### config.mk
export PLATFORM = sky130hd
export DESIGN_NAME = vector_decode_sequencer_flat
export DESIGN_NICKNAME = d
export VERILOG_FILES = /design/src/rtl/vector_decode_sequencer_pkg.sv /design/src/rtl/vector_decode_sequencer_if.sv /design/src/rtl/vector_decode_sequencer_ctrl_rom.sv /design/src/rtl/vector_decode_sequencer.sv /design/src/flat_wrapper.sv
export SDC_FILE = /design/constraint.sdc
export NUM_CORES = 1
export LEC_CHECK = 0
export BUFFER_PORTS_ARGS = -buffer_cell sky130_fd_sc_hd__buf_2
export CAP_MARGIN = 0
export CORE_ASPECT_RATIO = 1.5
export CORE_MARGIN = 5
export CORE_UTILIZATION = 42
export CTS_BUF_LIST = sky130_fd_sc_hd__clkbuf_4 sky130_fd_sc_hd__clkbuf_8 sky130_fd_sc_hd__clkbuf_16
export CTS_CLUSTER_SIZE = 40
export DETAILED_ROUTE_END_ITERATION = 16
export PLACE_DENSITY = 0.73
export SETUP_SLACK_MARGIN = 0.4
export SYNTH_ARGS = -nofsm -noshare
export SYNTH_HDL_FRONTEND = slang
export SYNTH_SLANG_ARGS = --single-unit
### constraint.sdc
create_clock -name clk -period 1.5 [get_ports clk]
set_clock_uncertainty 0.2 [all_clocks]
set_input_delay 0.15 -clock clk [delete_from_list [all_inputs] [get_ports clk]]
set_output_delay 0.15 -clock clk [all_outputs]
set_load 0.05 [all_outputs]
### src/rtl/vector_decode_sequencer_pkg.sv
// vdec_pkg: shared types, encodings and sizing helpers for the vector decode sequencer.
`default_nettype none

package vdec_pkg;

    typedef enum logic [1:0] {
        OP_DP  = 2'b00,
        OP_MEM = 2'b01,
        OP_BR  = 2'b10,
        OP_RSV = 2'b11
    } op_e;

    typedef enum logic [2:0] {
        ALU_ADD = 3'b000,
        ALU_SUB = 3'b001,
        ALU_AND = 3'b010,
        ALU_ORR = 3'b011,
        ALU_EOR = 3'b100,
        ALU_MOV = 3'b101
    } alu_ctrl_e;

    typedef enum logic [0:0] {
        IDLE  = 1'b0,
        ISSUE = 1'b1
    } state_e;

    localparam logic [1:0] IMM_8  = 2'b00;
    localparam logic [1:0] IMM_12 = 2'b01;
    localparam logic [1:0] IMM_24 = 2'b10;

    localparam logic [3:0] CMD_AND = 4'b0000;
    localparam logic [3:0] CMD_EOR = 4'b0001;
    localparam logic [3:0] CMD_SUB = 4'b0010;
    localparam logic [3:0] CMD_ADD = 4'b0100;
    localparam logic [3:0] CMD_ORR = 4'b1100;
    localparam logic [3:0] CMD_MOV = 4'b1101;

    typedef struct packed {
        logic      RegW;
        logic      MemW;
        logic      MemToReg;
        logic [1:0] ALUSrc;
        logic [1:0] ImmSrc;
        logic [1:0] RegSrc;
        alu_ctrl_e ALUControl;
    } ctrl_t;

    function automatic int ceil_div(input int num, input int den);
        return (num + den - 1) / den;
    endfunction

    function automatic int calc_beat_w(input int beats);
        return (beats <= 1) ? 1 : $clog2(beats);
    endfunction

endpackage

`default_nettype wire

### src/rtl/vector_decode_sequencer_if.sv
// Instruction-in / control-beat-out bundle; lane_mask exists only with VDEC_TAIL_MASK_EN.
`default_nettype none

interface vector_decode_sequencer_if #(
    parameter int VLEN  = 16,
    parameter int LANES = 4
);
    import vdec_pkg::*;

    localparam int BEAT_W = calc_beat_w(ceil_div(VLEN, LANES));

    logic              in_valid;
    logic              in_ready;
    logic [1:0]        in_op;
    logic [5:0]        in_funct;
    logic [3:0]        in_rd;
    logic              in_vec;
    logic              out_valid;
    logic              out_ready;
    logic              RegW;
    logic              MemW;
    logic              MemToReg;
    logic [1:0]        ALUSrc;
    logic [1:0]        ImmSrc;
    logic [1:0]        RegSrc;
    logic [2:0]        ALUControl;
    logic [BEAT_W-1:0] beat_idx;
    logic              last_beat;
    logic              illegal;
`ifdef VDEC_TAIL_MASK_EN
    logic [LANES-1:0]  lane_mask;
`endif

    modport master (
        output in_valid, in_op, in_funct, in_rd, in_vec, out_ready,
        input  in_ready, out_valid, RegW, MemW, MemToReg, ALUSrc, ImmSrc, RegSrc,
               ALUControl, beat_idx, last_beat, illegal
`ifdef VDEC_TAIL_MASK_EN
        , input lane_mask
`endif
    );

    modport slave (
        input  in_valid, in_op, in_funct, in_rd, in_vec, out_ready,
        output in_ready, out_valid, RegW, MemW, MemToReg, ALUSrc, ImmSrc, RegSrc,
               ALUControl, beat_idx, last_beat, illegal
`ifdef VDEC_TAIL_MASK_EN
        , output lane_mask
`endif
    );

endinterface

`default_nettype wire

### src/rtl/vector_decode_sequencer_ctrl_rom.sv
// vdec_ctrl_rom: combinational op/funct/rd/vec -> datapath controls plus illegal flag.
`default_nettype none

module vdec_ctrl_rom
    import vdec_pkg::*;
(
    input  logic [1:0] op_i,
    input  logic [5:0] funct_i,
    input  logic [3:0] rd_i,
    input  logic       vec_i,
    output ctrl_t      ctrl_o,
    output logic       illegal_o
);

    logic [3:0] w_cmd;
    ctrl_t      w_ctrl;
    logic       w_illegal;

    assign w_cmd = funct_i[4:1];

    always_comb begin
        w_ctrl    = '0;
        w_illegal = 1'b0;
        case (op_e'(op_i))
            OP_DP: begin
                w_ctrl.RegW      = 1'b1;
                w_ctrl.ALUSrc[1] = funct_i[5];
                w_ctrl.ImmSrc    = IMM_8;
                case (w_cmd)
                    CMD_ADD: w_ctrl.ALUControl = ALU_ADD;
                    CMD_SUB: w_ctrl.ALUControl = ALU_SUB;
                    CMD_AND: w_ctrl.ALUControl = ALU_AND;
                    CMD_ORR: w_ctrl.ALUControl = ALU_ORR;
                    CMD_EOR: w_ctrl.ALUControl = ALU_EOR;
                    CMD_MOV: begin
                        w_ctrl.ALUControl = ALU_MOV;
                        w_ctrl.ALUSrc[0]  = 1'b1;
                    end
                    default: w_illegal = 1'b1;
                endcase
            end
            OP_MEM: begin
                w_ctrl.ALUSrc[1]  = 1'b1;
                w_ctrl.ImmSrc     = IMM_12;
                w_ctrl.ALUControl = ALU_ADD;
                if (funct_i[0]) begin
                    w_ctrl.RegW     = 1'b1;
                    w_ctrl.MemToReg = 1'b1;
                end else begin
                    w_ctrl.MemW      = 1'b1;
                    w_ctrl.RegSrc[1] = 1'b1;
                end
            end
            OP_BR: begin
                w_ctrl.ImmSrc     = IMM_24;
                w_ctrl.RegSrc[0]  = 1'b1;
                w_ctrl.ALUSrc[1]  = 1'b1;
                w_ctrl.ALUControl = ALU_ADD;
                w_illegal         = vec_i;
            end
            default: w_illegal = 1'b1;
        endcase
        // r15 is the PC and has no vector register counterpart
        if (vec_i && (rd_i == 4'd15)) begin
            w_illegal = 1'b1;
        end
        if (w_illegal) begin
            w_ctrl = '0;
        end
    end

    assign ctrl_o    = w_ctrl;
    assign illegal_o = w_illegal;

endmodule

`default_nettype wire

### src/rtl/vector_decode_sequencer.sv
// vector_decode_sequencer: accepts an instruction, registers its decoded controls and replays them per beat.
// Optional VDEC_TAIL_MASK_EN adds lane_mask and allows VLEN not a multiple of LANES.
`default_nettype none

module vector_decode_sequencer #(
    parameter int VLEN  = 16,
    parameter int LANES = 4
) (
    input  wire logic                clk,
    input  wire logic                reset,
    vector_decode_sequencer_if.slave bus_if
);
    import vdec_pkg::*;

    localparam int BEAT_W = calc_beat_w(ceil_div(VLEN, LANES));
`ifdef VDEC_TAIL_MASK_EN
    localparam int              BEATS     = ceil_div(VLEN, LANES);
    localparam int              TAIL      = VLEN % LANES;
    localparam logic [LANES-1:0] ONES     = {LANES{1'b1}};
    localparam logic [LANES-1:0] TAIL_MASK = (TAIL == 0) ? ONES : LANES'((64'd1 << TAIL) - 64'd1);
`else
    localparam int BEATS = VLEN / LANES;
    if ((VLEN % LANES) != 0) begin : g_vlen_check
        $error("VLEN must be a multiple of LANES unless VDEC_TAIL_MASK_EN is defined");
    end
`endif
    localparam logic [BEAT_W-1:0] LAST_BEAT = BEAT_W'(BEATS - 1);

    state_e            state_q, state_d;
    logic              valid_q, valid_d;
    logic              last_q, last_d;
    logic              illegal_q, illegal_d;
    logic [BEAT_W-1:0] beat_q, beat_d;
    ctrl_t             ctrl_q, ctrl_d;
`ifdef VDEC_TAIL_MASK_EN
    logic [LANES-1:0]  mask_q, mask_d;
`endif

    ctrl_t             w_rom_ctrl;
    logic              w_rom_illegal;
    logic              w_multi;
    logic              w_fire;
    logic              w_in_ready;
    logic              w_accept;
    logic              w_load;
    logic [BEAT_W-1:0] w_beat_nxt;

    vdec_ctrl_rom u_ctrl_rom (
        .op_i      (bus_if.in_op),
        .funct_i   (bus_if.in_funct),
        .rd_i      (bus_if.in_rd),
        .vec_i     (bus_if.in_vec),
        .ctrl_o    (w_rom_ctrl),
        .illegal_o (w_rom_illegal)
    );

    assign w_multi    = bus_if.in_vec & ~w_rom_illegal;
    assign w_fire     = valid_q & bus_if.out_ready;
    // Accepting while the final beat drains gives zero-bubble back-to-back issue.
    assign w_in_ready = ~reset & ((state_q == IDLE) | (w_fire & last_q));
    assign w_accept   = bus_if.in_valid & w_in_ready;
    assign w_beat_nxt = beat_q + BEAT_W'(1);

    always_comb begin
        state_d   = state_q;
        valid_d   = valid_q;
        last_d    = last_q;
        illegal_d = illegal_q;
        beat_d    = beat_q;
        ctrl_d    = ctrl_q;
`ifdef VDEC_TAIL_MASK_EN
        mask_d    = mask_q;
`endif
        w_load    = 1'b0;
        case (state_q)
            IDLE: w_load = w_accept;
            ISSUE: begin
                if (w_fire) begin
                    if (last_q) begin
                        state_d = IDLE;
                        valid_d = 1'b0;
                        w_load  = w_accept;
                    end else begin
                        beat_d = w_beat_nxt;
                        last_d = (w_beat_nxt == LAST_BEAT);
`ifdef VDEC_TAIL_MASK_EN
                        mask_d = (w_beat_nxt == LAST_BEAT) ? TAIL_MASK : ONES;
`endif
                    end
                end
            end
            default: state_d = IDLE;
        endcase
        if (w_load) begin
            state_d   = ISSUE;
            valid_d   = 1'b1;
            ctrl_d    = w_rom_ctrl;
            illegal_d = w_rom_illegal;
            beat_d    = '0;
            last_d    = ~w_multi | (BEATS == 1);
`ifdef VDEC_TAIL_MASK_EN
            mask_d    = (w_multi && (BEATS == 1)) ? TAIL_MASK : ONES;
`endif
        end
    end

    always_ff @(posedge clk or posedge reset) begin
        if (reset) begin
            state_q   <= IDLE;
            valid_q   <= 1'b0;
            last_q    <= 1'b0;
            illegal_q <= 1'b0;
            beat_q    <= '0;
            ctrl_q    <= '0;
`ifdef VDEC_TAIL_MASK_EN
            mask_q    <= '0;
`endif
        end else begin
            state_q   <= state_d;
            valid_q   <= valid_d;
            last_q    <= last_d;
            illegal_q <= illegal_d;
            beat_q    <= beat_d;
            ctrl_q    <= ctrl_d;
`ifdef VDEC_TAIL_MASK_EN
            mask_q    <= mask_d;
`endif
        end
    end

    assign bus_if.in_ready   = w_in_ready;
    assign bus_if.out_valid  = valid_q;
    assign bus_if.RegW       = ctrl_q.RegW;
    assign bus_if.MemW       = ctrl_q.MemW;
    assign bus_if.MemToReg   = ctrl_q.MemToReg;
    assign bus_if.ALUSrc     = ctrl_q.ALUSrc;
    assign bus_if.ImmSrc     = ctrl_q.ImmSrc;
    assign bus_if.RegSrc     = ctrl_q.RegSrc;
    assign bus_if.ALUControl = ctrl_q.ALUControl;
    assign bus_if.beat_idx   = beat_q;
    assign bus_if.last_beat  = last_q;
    assign bus_if.illegal    = illegal_q;
`ifdef VDEC_TAIL_MASK_EN
    assign bus_if.lane_mask  = mask_q;
`endif

endmodule

`default_nettype wire

### src/flat_wrapper.sv
// flat-port wrapper written by rule: the top's interface ports become plain ports
module vector_decode_sequencer_flat import vdec_pkg::*;
#(
    parameter int VLEN  = 16,
    parameter int LANES = 4
)
  (clk, reset, bus_if_in_valid, bus_if_in_op, bus_if_in_funct, bus_if_in_rd, bus_if_in_vec, bus_if_out_ready, bus_if_in_ready, bus_if_out_valid, bus_if_RegW, bus_if_MemW, bus_if_MemToReg, bus_if_ALUSrc, bus_if_ImmSrc, bus_if_RegSrc, bus_if_ALUControl, bus_if_beat_idx, bus_if_last_beat, bus_if_illegal);
  vector_decode_sequencer_if #(.VLEN(VLEN), .LANES(LANES)) bus_if_i ();
  input  wire logic clk;
  input  wire logic reset;
  input wire logic [$bits(bus_if_i.in_valid)-1:0] bus_if_in_valid;
  input wire logic [$bits(bus_if_i.in_op)-1:0] bus_if_in_op;
  input wire logic [$bits(bus_if_i.in_funct)-1:0] bus_if_in_funct;
  input wire logic [$bits(bus_if_i.in_rd)-1:0] bus_if_in_rd;
  input wire logic [$bits(bus_if_i.in_vec)-1:0] bus_if_in_vec;
  input wire logic [$bits(bus_if_i.out_ready)-1:0] bus_if_out_ready;
  output wire logic [$bits(bus_if_i.in_ready)-1:0] bus_if_in_ready;
  output wire logic [$bits(bus_if_i.out_valid)-1:0] bus_if_out_valid;
  output wire logic [$bits(bus_if_i.RegW)-1:0] bus_if_RegW;
  output wire logic [$bits(bus_if_i.MemW)-1:0] bus_if_MemW;
  output wire logic [$bits(bus_if_i.MemToReg)-1:0] bus_if_MemToReg;
  output wire logic [$bits(bus_if_i.ALUSrc)-1:0] bus_if_ALUSrc;
  output wire logic [$bits(bus_if_i.ImmSrc)-1:0] bus_if_ImmSrc;
  output wire logic [$bits(bus_if_i.RegSrc)-1:0] bus_if_RegSrc;
  output wire logic [$bits(bus_if_i.ALUControl)-1:0] bus_if_ALUControl;
  output wire logic [$bits(bus_if_i.beat_idx)-1:0] bus_if_beat_idx;
  output wire logic [$bits(bus_if_i.last_beat)-1:0] bus_if_last_beat;
  output wire logic [$bits(bus_if_i.illegal)-1:0] bus_if_illegal;
  assign bus_if_i.in_valid = bus_if_in_valid;
  assign bus_if_i.in_op = bus_if_in_op;
  assign bus_if_i.in_funct = bus_if_in_funct;
  assign bus_if_i.in_rd = bus_if_in_rd;
  assign bus_if_i.in_vec = bus_if_in_vec;
  assign bus_if_i.out_ready = bus_if_out_ready;
  assign bus_if_in_ready = bus_if_i.in_ready;
  assign bus_if_out_valid = bus_if_i.out_valid;
  assign bus_if_RegW = bus_if_i.RegW;
  assign bus_if_MemW = bus_if_i.MemW;
  assign bus_if_MemToReg = bus_if_i.MemToReg;
  assign bus_if_ALUSrc = bus_if_i.ALUSrc;
  assign bus_if_ImmSrc = bus_if_i.ImmSrc;
  assign bus_if_RegSrc = bus_if_i.RegSrc;
  assign bus_if_ALUControl = bus_if_i.ALUControl;
  assign bus_if_beat_idx = bus_if_i.beat_idx;
  assign bus_if_last_beat = bus_if_i.last_beat;
  assign bus_if_illegal = bus_if_i.illegal;
  vector_decode_sequencer #(.VLEN(VLEN), .LANES(LANES)) u_core (.clk(clk), .reset(reset), .bus_if(bus_if_i));
endmodule
======== Word level (Yosys, flattened, before mapping) ========
Index checks and enable logic that the tools add are counted.
storage, ports and cells
  flip-flop bits (word level) ............. 18
  latch bits .............................. 0
  memory bits (writable) .................. 0
  memory bits (read-only) ................. 0
  input port bits ......................... 17
  output and inout port bits .............. 18
  logic and storage cells ................. 79
  memories kept ........................... 0
operators by class
  add/sub/neg operators ................... 1
  $mul .................................... 0
  div/mod/pow operators ................... 0
  $lt $le $gt $ge ......................... 0
  eq/ne operators ......................... 10
  shifts and indexed selects .............. 0
  muxes and demuxes ....................... 35
  bitwise gates (word level) .............. 10
  reductions and logical operators ........ 11
operators by type and width
  cell                 count
  $mux 1               22
  $pmux 3 s5           1
  $eq 4x4->1 const B   3
  $mux 12              1
  $mux 2               5
  $pmux 1 s2           3
  $reduce_and 3->1     2
  $reduce_bool 2->1    3
  $reduce_or 6->1      1
  $and 1x1->1          5
  $eq 2x2->1 const B   2
  $eq 4x1->1 const B   1
  $eq 4x2->1 const B   1
  $eq 4x3->1 const B   1
  $logic_not 4->1      1
  $not 1->1            4
  $pmux 2 s2           1
  $mux 3               1
  $pmux 1 s3           1
  $add 2x1->2 const B  1
  $eq 2x1->1 const B   1
  $logic_not 2->1      1
  $ne 2x2->1 const B   1
  $reduce_and 2->1     1
  3 further kinds      3

======== Depth between registers and ports, before layout ========
  depth in word-level cells ............... 10
  depth in mapped cells ................... 6
  mapped depth without buffers ............ 6

======== Cells and area by module ========
From an unflattened synthesis, not the netlist that was laid out.
unflattened totals
  cells, all modules ...................... 94
  area, all modules ....................... 1087.3 sq um
modules (own cells, without submodules)
  module                   times used  cells an instance  area an instance (sq um)
  vector_decode_sequencer  1           53                 780.7
  vdec_ctrl_rom            1           41                 306.5

======== Worst setup path after synthesis ========
OpenSTA, ideal clock, no wires.
  kind .................................... register -> register
  start ................................... register u_core.valid_q, in the netlist u_core.bus_if.out_valid
  end ..................................... register u_core.illegal_q, in the netlist u_core.bus_if.illegal
  setup time .............................. 0.079 ns
  data arrival time ....................... 1.984 ns
  data required time ...................... 1.221 ns
  setup slack ............................. -0.763 ns
  stages on the path, launching flop included .. 5
  buffers on the path ..................... 0
  clock period less this slack ............ 2.263 ns
  path through ............................ dfrtp_1 > nand3_2 > a21oi_1 > a21oi_1 > a21oi_1
on the way
  word-level cells in the longest chain between the ends .. 8
ends and longest elaborated chain
  item                    RTL line                        text
  from (decl)             vector_decode_sequencer.sv:30   logic valid_q, valid_d;
  from (signal assigned)  vector_decode_sequencer.sv:120  valid_q <= valid_d;
  $and 1x1->1 *           vector_decode_sequencer.sv:58   assign w_fire = valid_q & bus_if.out_ready;
  $and 1x1->1 *           vector_decode_sequencer.sv:60   assign w_in_ready = ~reset & ((state_q == IDLE) | (w_fire & last_q));
  $or 1x1->1 *            vector_decode_sequencer.sv:60
  $and 1x1->1 *           vector_decode_sequencer.sv:60
  net bus_if_in_ready     flat_wrapper.sv:17              output wire logic [$bits(bus_if_i.in_ready)-1:0] bus_if_in_ready;
  $and 1x1->1 *           vector_decode_sequencer.sv:61   assign w_accept = bus_if.in_valid & w_in_ready;
  $mux 1                  vector_decode_sequencer.sv:79   if (last_q) begin
  $mux 1                  vector_decode_sequencer.sv:78   if (w_fire) begin
  $pmux 1 s2 *            vector_decode_sequencer.sv:75   case (state_q)
  to (signal assigned)    vector_decode_sequencer.sv:122  illegal_q <= illegal_d;
  to (decl)               vector_decode_sequencer.sv:32   logic illegal_q, illegal_d;
The timed path passes the listed nets; every way through them passes the cells marked *.
A chain may end at the register's enable or synchronous reset.

======== Worst setup path in the final report ========
  start ................................... register u_core.valid_q, in the netlist u_core.bus_if.out_valid
  end ..................................... register u_core.ctrl_q, in the netlist u_core.bus_if.RegSrc[1]
on the way
  word-level cells in the longest chain between the ends .. 8
ends and longest elaborated chain
  item                  RTL line                        text
  $and 1x1->1 *         vector_decode_sequencer.sv:58
  $and 1x1->1           vector_decode_sequencer.sv:60
  $or 1x1->1            vector_decode_sequencer.sv:60
  $and 1x1->1           vector_decode_sequencer.sv:60
  $and 1x1->1           vector_decode_sequencer.sv:61
  $mux 1                vector_decode_sequencer.sv:79
  $mux 1                vector_decode_sequencer.sv:78
  $pmux 1 s2 *          vector_decode_sequencer.sv:75
  to (signal assigned)  vector_decode_sequencer.sv:124  ctrl_q <= ctrl_d;
  to (decl)             vector_decode_sequencer.sv:34   ctrl_t ctrl_q, ctrl_d;
Mark *: on every way between the ends. The rest lies on a longest branch, timed or not.

==> metrics.md <==
| Metric | Value |
|---|---|
| Period minus WS final | `1.65 ns` |
| Pin slew with the least headroom to its limit | `0.630 ns` |
| Hold bufs inserted after CTS | `2` |
| Main synth FF type | `dfrtp_1` |
| Setup crit end kind | `flip-flop` |
| Ant diodes | `0` |
| Sequential-to-total area share from yosys stat | `44.9%` |
| Initial antenna violation count | `0` |
| Routed len/inst | `14.6 um` |
| Top cells by count, synth | `dfrtp_1 (16), nand2_1 (11), ha_1 (6), inv_1 (6)` |
| Pin count of the biggest net entering global routing | `17` |
| CTS tree | `built` |
| Final net count | `179` |
| Grt ovf | `0` |
| P_leak | `0.000824 uW` |
| Fmax | `0.604 GHz` |
| Hpwl dp | `1.73 mm` |
| Synth area leader | `dfrtp_1` |
| Initial Utilization | `44.0%` |
| Post-synth EDFFs | `0` |
| Residual DRC | `0` |
| Crit Path Class | `reg2reg` |
| # IOs | `35` |
| Area occupied by registers | `404 um2` |
| Synthesized instance count | `87` |
| Yosys warning count | `0` |
| Mapped Avg Cell Area | `10.3 um2` |
| Vias | `931` |
| DR iter-0 viols | `15` |
| Asr flop ratio synth | `100%` |
| Die W | `47.6 um` |
| Hold slack | `-0.220 ns` |
| Final Hold Vio Count | `16` |
| Total track usage | `17.2%` |
| Post-synth cell types | `30` |
| Mapped Nets | `110` |
| Overall Power | `2410 uW` |
| Skew-Pair Late Insertion Delay | `0.28 ns` |
| Die H | `66.4 um` |
| CTS clk-pin slew, worst paths | `0.09 ns` |
| Die ar. | `0.00316 mm2` |
| WP data required | `1.52 ns` |
| Final instance area | `0.00158 mm2` |
| Unrepaired setup endpoints after global routing | `true` |
| Critical path peak fanout | `4` |
| # port buffers | `34` |
| Htree depth | `1` |
| Relative slew slack | `57.9%` |
| VDD IR-drop max | `0.833 mV` |
| First-pass GRT wire length | `3.95 mm` |
| DR pass1 iterations | `4` |
| Vias in the first global route | `957` |
| Pwr dens | `1530 mW/mm2` |
| # setup viols final | `11` |
| Area Growth Syn to Fin | `76.6%` |
| CP max stage delay | `0.38 ns` |
| Final worst setup slack | `-0.154 ns` |
| Number of synthesized register bits | `16` |
| Startpoint types | `flip-flop` |
| Rows | `20` |
| Area of the multi-input gates | `504 um2` |
| Top cell type's share of synthesized area | `44.9%` |
| GPL Wtd Cong | `0.778` |
| Hold crit path type | `in2async` |
| Clock Tree Buf Depth | `2` |
| Slew Limit Fails | `0` |
| Period utilization | `110%` |
| Worst path slowest cell | `a211o_1` |
| CP arrival | `1.67 ns` |
| Layout cell share with drive strength beyond 1 | `55.5%` |
| Mapped Area | `892 um2` |
| MaxCap Viol Count | `0` |
| Root Driver | `clkbuf_4` |
| Failing checks | `hold timing, setup timing` |
| Vias per cell | `5.26` |
| Total CTS buffers | `3` |
| CP cell instances | `nand3_2 > a211o_1 > a211oi_4 > buf_6 > a32o_1` |
| Core ar. | `0.00203 mm2` |
| Routed WL | `2.58 mm` |
| Clock sinks | `16` |
| Top post-synthesis cells by area | `dfrtp_1 (45%), ha_1 (8.4%), a32o_1 (5.6%)` |
| Remaining antenna violation count | `0` |
| Status | `finished, violations left` |
| Area after DPL | `0.00118 mm2` |
| Fillers | `134` |
| Most instantiated library cell after synthesis | `dfrtp_1` |
[report_power, final]
group	switching [uW]	total, uW	internal, uW
sequential	95.7	651	556
clock	130	277	148
combinational	831	1480	653
total	1060	2410	1360
[stage by stage]
stage                     TNS, ns  setup slack (ns)  hold WS, ns  utilization, %  std cells
final                       -1.13            -0.154       -0.220            77.7        177
after global routing        -1.88            -0.211       -0.177            77.7        177
after CTS                  -0.700           -0.0863       -0.219            72.7        169
after global placement     -0.776           -0.0938       0.0723            58.2        154
after detailed placement    -1.08            -0.133       0.0816            58.2        154
after floorplan             -4.30            -0.350       -0.136               -         87
[worst max-delay path, delay by kind of cell, from the launching register on]
kind                   cells  cell delay [ns]
AOI/OAI and AO/OA          3             0.79
buffers and inverters      1             0.15
DFF                        1             0.37
and+or+nand+nor            1             0.08
[area by class of cell]
cell class	instances	share of cell area (%)
timing repair buffer	68	36.9
inverter	6	1.43
clock buffer	4	2.30
tap	22	1.75
multi-input combinational	61	32.0
sequential	16	25.7
[cell families after synthesis]
kind of cell	after synthesis	share of synthesized area, %
flops	16	44.9
xor+xnor	2	1.96
compound gates	26	24.1
fa+ha+maj	6	8.41
simple gates	27	14.7
buf+inv	10	5.89
[cell usage in the layout, fill, tap and decap left out, types with 3 or more instances in the layout]
master / count
clkbuf_4: 3
nand2_1: 9
a21o_1: 3
nor2_1: 3
buf_8: 4
a21oi_1: 3
inv_1: 6
buf_2: 16
ha_1: 6
a32o_1: 5
dfrtp_1: 13
buf_4: 26
dfrtp_2: 3
buf_6: 20
[registers in the layout, indices dropped and copies added, names as in the netlist]
register                  flops
u_core.bus_if.ALUControl      3
u_core.bus_if.ALUSrc          2
u_core.bus_if.ImmSrc          2
u_core.bus_if.MemToReg        1
u_core.bus_if.RegSrc          1
u_core.bus_if.RegW            1
u_core.bus_if.beat_idx        2
u_core.bus_if.illegal         1
u_core.bus_if.last_beat       1
u_core.bus_if.out_valid       1
u_core.state_q                1
[metal layers]
layer	vias to the layer above	wire [um]	share of wire, %	track usage [%]
li1	450	-	-	-
met1	454	968	38	18.4
met2	23	1460	56	31.4
met3	4	124	4.8	3.27
met4	0	29	1.1	6.06
met5	-	0	0	0
[final timing paths]
| check | from | end | slack (ns) | depth (start not counted) |
|---|---|---|---|---|
| max | u_core.bus_if.out_valid | u_core.bus_if.RegSrc[1] | -0.15 | 5 |
| min | reset | u_core.state_q | -0.22 | 2 |
| max reg2reg | u_core.bus_if.out_valid | u_core.bus_if.RegSrc[1] | -0.15 | 5 |
| min reg2reg | u_core.bus_if.RegW | u_core.bus_if.RegW | 0.33 | 1 |
| max in group asynchronous | reset | u_core.bus_if.ImmSrc[1] | 0.87 | 2 |
| min in group clk | bus_if_in_funct[4] | u_core.bus_if.ALUSrc[0] | 0.01 | 3 |
[repair_timing]
| item | CTS | global route |
|---|---|---|
| cloned | 0 | 0 |
| buffers inserted | 9 | 8 |
| endpoints found under the hold margin | 20 | 17 |
| setup endpoints to repair | 34 | 34 |
| pin swaps | 10 | 7 |
| gates resized for setup | 48 | 10 |
(Power assumes the default switching activity.)
